## config.mk

```make
export PLATFORM = sky130hd
export DESIGN_NAME = flex_counter_sched
export DESIGN_NICKNAME = d
export VERILOG_FILES = /design/src/rtl/flex_counter_sched.sv
export SDC_FILE = /design/constraint.sdc
export NUM_CORES = 1
export LEC_CHECK = 0
export BUFFER_PORTS_ARGS = -buffer_cell sky130_fd_sc_hd__buf_4
export CAP_MARGIN = 25
export CORE_MARGIN = 3
export CORE_UTILIZATION = 52
export CTS_BUF_LIST = sky130_fd_sc_hd__clkbuf_8
export DETAILED_ROUTE_END_ITERATION = 8
export PLACE_DENSITY_LB_ADDON = 0.2
export SLEW_MARGIN = 0
export SYNTH_ARGS = -nofsm -noshare
export SYNTH_HDL_FRONTEND = slang
export SYNTH_SLANG_ARGS = --single-unit
```

## constraint.sdc

```tcl
create_clock -name CLK -period 4 [get_ports CLK]
set_clock_uncertainty 0.05 [all_clocks]
set_input_delay 0.4 -clock CLK [delete_from_list [all_inputs] [get_ports CLK]]
set_output_delay 0.4 -clock CLK [all_outputs]
set_load 0.02 [all_outputs]
```

## src/rtl/flex_counter_sched.sv

```systemverilog
// Round-robin scheduler that time-shares one external flex counter among
// NUM_REQ requesters, running one interval job at a time through IDLE/LOAD/COUNT/DONE.
module flex_counter_sched #(
    parameter int NUM_REQ      = 4,
    parameter int NUM_CNT_BITS = 4
) (
    input  logic                                   CLK,
    input  logic                                   RST,
    input  logic [NUM_REQ-1:0]                     req,
    input  logic [NUM_REQ-1:0][NUM_CNT_BITS-1:0]   req_len,
    input  logic                                   pause,
    output logic [NUM_REQ-1:0]                     grant,
    output logic [NUM_REQ-1:0]                     done,
    output logic                                   busy,
    output logic                                   cnt_clear,
    output logic                                   cnt_enable,
    output logic [NUM_CNT_BITS-1:0]                cnt_rollover_val,
    input  logic                                   cnt_rollover_flag
);

    localparam int IDX_W = (NUM_REQ > 1) ? $clog2(NUM_REQ) : 1;

    localparam logic [1:0] S_IDLE  = 2'd0;
    localparam logic [1:0] S_LOAD  = 2'd1;
    localparam logic [1:0] S_COUNT = 2'd2;
    localparam logic [1:0] S_DONE  = 2'd3;

    logic [1:0]              r_state;
    logic [NUM_REQ-1:0]      r_grant;
    logic [IDX_W-1:0]        r_owner;
    logic [IDX_W-1:0]        r_rr_ptr;
    logic [NUM_CNT_BITS-1:0] r_len_q;

    logic [1:0]              w_next_state;
    logic                    w_win_valid;
    logic [IDX_W-1:0]        w_win_idx;
    logic [IDX_W-1:0]        w_cand;
    logic [IDX_W-1:0]        w_ptr_next;
    logic [NUM_REQ-1:0]      w_win_onehot;

    // Search starts at r_rr_ptr and wraps, so the last winner ends up with lowest priority.
    // NOTE: every variable gets a default at the top of always_comb so no path leaves it unassigned (no latch).
    always_comb begin
        w_win_valid = 1'b0;
        w_win_idx   = '0;
        w_cand      = '0;
        for (int i = 0; i < NUM_REQ; i++) begin
            w_cand = IDX_W'((int'(r_rr_ptr) + i) % NUM_REQ);
            if (!w_win_valid && req[w_cand]) begin
                w_win_valid = 1'b1;
                w_win_idx   = w_cand;
            end
        end
    end

    assign w_win_onehot = NUM_REQ'(1) << w_win_idx;
    assign w_ptr_next   = IDX_W'((int'(r_owner) + 1) % NUM_REQ);

    always_comb begin
        w_next_state = r_state;
        case (r_state)
            S_IDLE:  if (w_win_valid) w_next_state = S_LOAD;
            S_LOAD:  w_next_state = (r_len_q != '0) ? S_COUNT : S_DONE;
            S_COUNT: if (cnt_rollover_flag) w_next_state = S_DONE;
            S_DONE:  w_next_state = S_IDLE;
            default: w_next_state = S_IDLE;
        endcase
    end

    // NOTE: state is updated with non-blocking assignments so every register samples pre-edge values.
    always_ff @(posedge CLK) begin
        if (RST) begin
            r_state  <= S_IDLE;
            r_grant  <= '0;
            r_owner  <= '0;
            r_rr_ptr <= '0;
            r_len_q  <= '0;
        end else begin
            r_state <= w_next_state;
            if (r_state == S_IDLE && w_win_valid) begin
                r_grant <= w_win_onehot;
                r_owner <= w_win_idx;
                r_len_q <= req_len[w_win_idx];
            end
            if (r_state == S_DONE) begin
                r_grant  <= '0;
                r_rr_ptr <= w_ptr_next;
            end
        end
    end

    // Clear is driven straight from RST so the shared counter is zeroed during every reset cycle.
    assign grant            = r_grant;
    assign done             = (r_state == S_DONE) ? r_grant : '0;
    assign busy             = (r_state != S_IDLE);
    assign cnt_clear        = RST || (r_state == S_LOAD);
    assign cnt_enable       = (r_state == S_COUNT) && !pause && !cnt_rollover_flag;
    assign cnt_rollover_val = (r_state == S_IDLE) ? '0 : r_len_q;

endmodule

```

Word-level counts from Yosys, hierarchy flattened
Cells that the tools add are included.

operators by class
  equality and inequality tests = 5
  mux-type cells = 24
  order comparisons = 5
  shift operators = 1
  $add $sub $neg = 4
  reduce and logical (&&, ||, !) cells = 17

operator list
  cell                 number
  $lt 2x3->1 const B   5
  $mux 2               6
  $mux 4               3
  $mux 1               9
  $bmux 1 s2           4
  $bmux 4 s2           1
  $pmux 2 s4           1
  $logic_and 1x1->1    6
  $logic_not 1->1      5
  $add 2x1->2 const B  2
  $add 2x2->2 const B  2
  $eq 2x2->1 const B   2
  $ne 2x2->1 const B   2
  $reduce_bool 4->1    1
  $shl 1x2->4 const A  1
  $eq 2x1->1 const B   1
  $logic_not 2->1      1
  $reduce_and 2->1     1
  $reduce_bool 2->1    1
  $reduce_or 2->1      1
  $logic_or 1x1->1     1

storage, ports and cells
  output and inout bits = 15
  bits in registers = 14
  input port bits = 24
  logic and storage cells = 61

Logic depth before layout (Yosys ltp)
  depth in word-level cells = 14
  mapped depth = 7
  mapped depth without buffers = 7

Least setup slack after synthesis
Ideal clock, no wire load.

  kind = register -> register
  start = reg r_state[0]
  end = reg r_len_q[0]
  setup slack = 2,281 ps
  library setup time = 74 ps
  data arrival time = 1,594 ps
  required time = 3,876 ps
  stages on the path, launching flop included = 8
  buffers on the path = 0
  period minus slack after synthesis = 1,719 ps
  path through = dfxtp_1 > inv_1 > ha_1 > inv_1 > nor2_1 > nor2_1 > a311o_1 > a31oi_1

on the way
  word-level cells in the longest chain between the ends = 2

ends and longest elaborated chain
  item                    RTL line  source
  from (decl)             28        logic [1:0] r_state;
  from (signal assigned)  79        r_state <= w_next_state;
  $logic_not 2->1         80        if (r_state == S_IDLE && w_win_valid) begin
  $logic_and 1x1->1       80
  to (signal assigned)    83        r_len_q <= req_len[w_win_idx];
  to (decl)               32        logic [NUM_CNT_BITS-1:0] r_len_q;

Every way passes these cells.
A chain may end at the register's enable or synchronous reset.

Worst setup path after layout
  start = reg r_state[0]
  end = reg r_len_q[1]

The elaborated chain is that of the path after synthesis.

==> qor.yml <==
num_io_pins: 39
dr.pass1.iters: 4
hold_buffers: 0
synthCells: 104
post_drt_wl_per_cell_um: 15.2
synth_edf_count: 0
async_reset_ff_share_pct: 0
rows: 14
finalWeightedCongestion: 0.832
ys_types: 32
area_delta_synth_final_pct: 36.5
status: "complete, no violations"
vias_per_cell: 5.91
crit_chain: "inv_1, ha_1, inv_1, nor2_1, nor2_1, a311o_1, a31oi_1"
p_per_area_nw_per_um2: 602
cts_buffers: 3
ant_nets: 0
synth_xor_area_share_pct: 0.968
grt_pass1_vias: 818
clk_latency_ns: 0.24
internal-power_mw: 0.435
syn_nets: 132
synth_seq_cells: 14
worstMarginPinSlew_ns: 0.834
n_antenna_cell: 0
grt_max_degree: 16
required_ns: 4.12
fmax_ghz: 0.431
cp_max_fo: 15
top_layer_used: "met4"
clockPowerShare_pct: 18.8
dieArea_um2: 2280
drt_iter0_drc: 22
ctsResizeCount: 0
portBuffers: 38
p_leak_nw: 0.562
wl_met1_um: 993
tns_ns: 0
grt_pass1_wl_mm: 3.62
wl_mm: 2.41
cts_root_buffer: "clkbuf_8"
dieWidth_um: 47.7
crit_slowest_cell: "nor2_1"
synthAdderAreaFrac_pct: 5.53
clock_path_buffers: 2
avgSynthCellArea_um2: 8.70
synth_compound_area_share_pct: 24.9
synth-simple-area-share_pct: 22.7
cts_tree: "yes"
grt_util_all_layers_pct: 22.6
hold_class: "primary input to flop"
synth_ff_type: "dfxtp_1"
path_clk_slew_ns: 0.06
mostFrequentLayoutCells: "38 x buf_4, 14 x dfxtp_1, 10 x nor2_1"
met3WireLength_um: 129
maxSlewHeadroom_pct: 44.2
start_kind: "flop"
crit_type: "flop to flop"
synth_top_family_by_area: "compound AO/OA/AOI/OAI gates"
reg2reg_depth: 7
whs_path_depth: 2
core_area_um2: 1580
layout_commonest_cell: "buf_4"
post_cts_buffers: 0
rrSetupSlack_ns: 1.68
hold_viol: 0
synthMuxAreaShare_pct: 9.96
clock_sinks: 14
num_vias: 933
p_sw_mw: 0.309
antenna_found_initial: 0
initial_core_util_pct: 57.4
yosys_warnings: 0
layout_setup_ws_ns: 1.68
drcViolationCount: 0
syn_area_um2: 905
finalSetupViolations: 0
grt-ovfl-total: 0
rsz0062_at_grt: "no"
h-tree-depth: 1
fin_crit_ns: 2.32
critPathCaptureType: "flop"
die_h_um: 47.7
swShare_pct: 41.5
cp.arrival_ns: 2.44
vdd_drop_max_mv: 0.365
pre_cts_ws_ns: 1.76
post-route-period-util_pct: 58.0
cpPeakStageDelay_ns: 0.66
p_seq_share_pct: 30.7
n_fill_cell: 106
power_frac_comb_pct: 50.5
dr_wl_met2_mm: 1.26
slew_violations: 0
drive_gt1_share_pct: 33.8
ys_seq_area_share_pct: 31.0
fin_nets: 171
cap_violations: 0
## final cells by class
cell class                 instances  area, um^2  share of cell area [%]
tap                               16        20.0                    1.62
sequential                        14         280                    22.7
multi-input combinational         82         579                    46.9
clock buffer                       4        55.1                    4.46
timing repair buffer              38         285                    23.1
inverter                           4        15.0                    1.22
## cell families after synthesis
logic type,Yosys count
XOR/XNOR,1
flip-flops,14
adder cells (fa/ha/maj),4
AND/OR/NAND/NOR,39
multiplexers,9
buffers and inverters,8
AO/OA/AOI/OAI,29
## sequential cells by signal, indices dropped and copies added, names as in the netlist
name	flops
r_rr_ptr	2
r_state	2
grant	4
r_owner	2
r_len_q	4
## metal layers
| layer | up-vias | GRT usage, % |
|---|---|---|
| met4 | 0 | 10.2 |
| met5 | - | 0 |
| met3 | 6 | 3.76 |
| met2 | 34 | 37.2 |
| met1 | 438 | 28.6 |
| li1 | 455 | - |
## per-stage QoR
step,total power [mW],cells,util [%],hold WS (ns),cell area [um^2]
floorplan,0.487,104,-,0.399,905
global placement,0.577,154,74.8,0.400,1180
detailed placement,0.599,154,74.8,0.412,1180
CTS,0.740,158,78.3,0.366,1230
global route,0.791,158,78.3,0.374,1230
finish,0.744,158,78.3,0.373,1230
## cell usage after synthesis, types with 3 or more instances
master / number / area share [%]
ha_1: 4 / 5.5
dfxtp_1: 14 / 31
a211oi_1: 3 / 2.5
nand2_1: 7 / 2.9
a311o_1: 4 / 4.4
a21oi_1: 9 / 5.0
a31oi_1: 4 / 2.8
mux2i_1: 9 / 10
inv_1: 4 / 1.7
nor2b_1: 7 / 4.8
and2_1: 4 / 2.8
nor2_1: 10 / 4.1
## worst paths after layout
kind,from,end
setup / recovery,r_state[0],r_len_q[1]
hold / removal,RST,r_owner[1]
setup reg to reg,r_state[0],r_len_q[1]
hold reg to reg,grant[2],grant[2]
## power by group through the flow
stage / clock network (mW) / registers (mW) / logic, mW
6_report: 0.140 / 0.229 / 0.375
5_1_grt: 0.148 / 0.235 / 0.408
4_1_cts: 0.140 / 0.227 / 0.373
3_5_place_dp: 0 / 0.229 / 0.370
3_3_place_gp: 0 / 0.224 / 0.353
2_1_floorplan: 0 / 0.227 / 0.260
## worst max-delay path: cells and delay by family (launching register included)
family,cells,cell delay (ns)
flip-flops,1,0.34
AND/OR/NAND/NOR,2,0.76
buffers and inverters,2,0.23
adder cells (fa/ha/maj),1,0.34
AO/OA/AOI/OAI,2,0.52
Note: power is estimated with default switching activity, not from simulation.
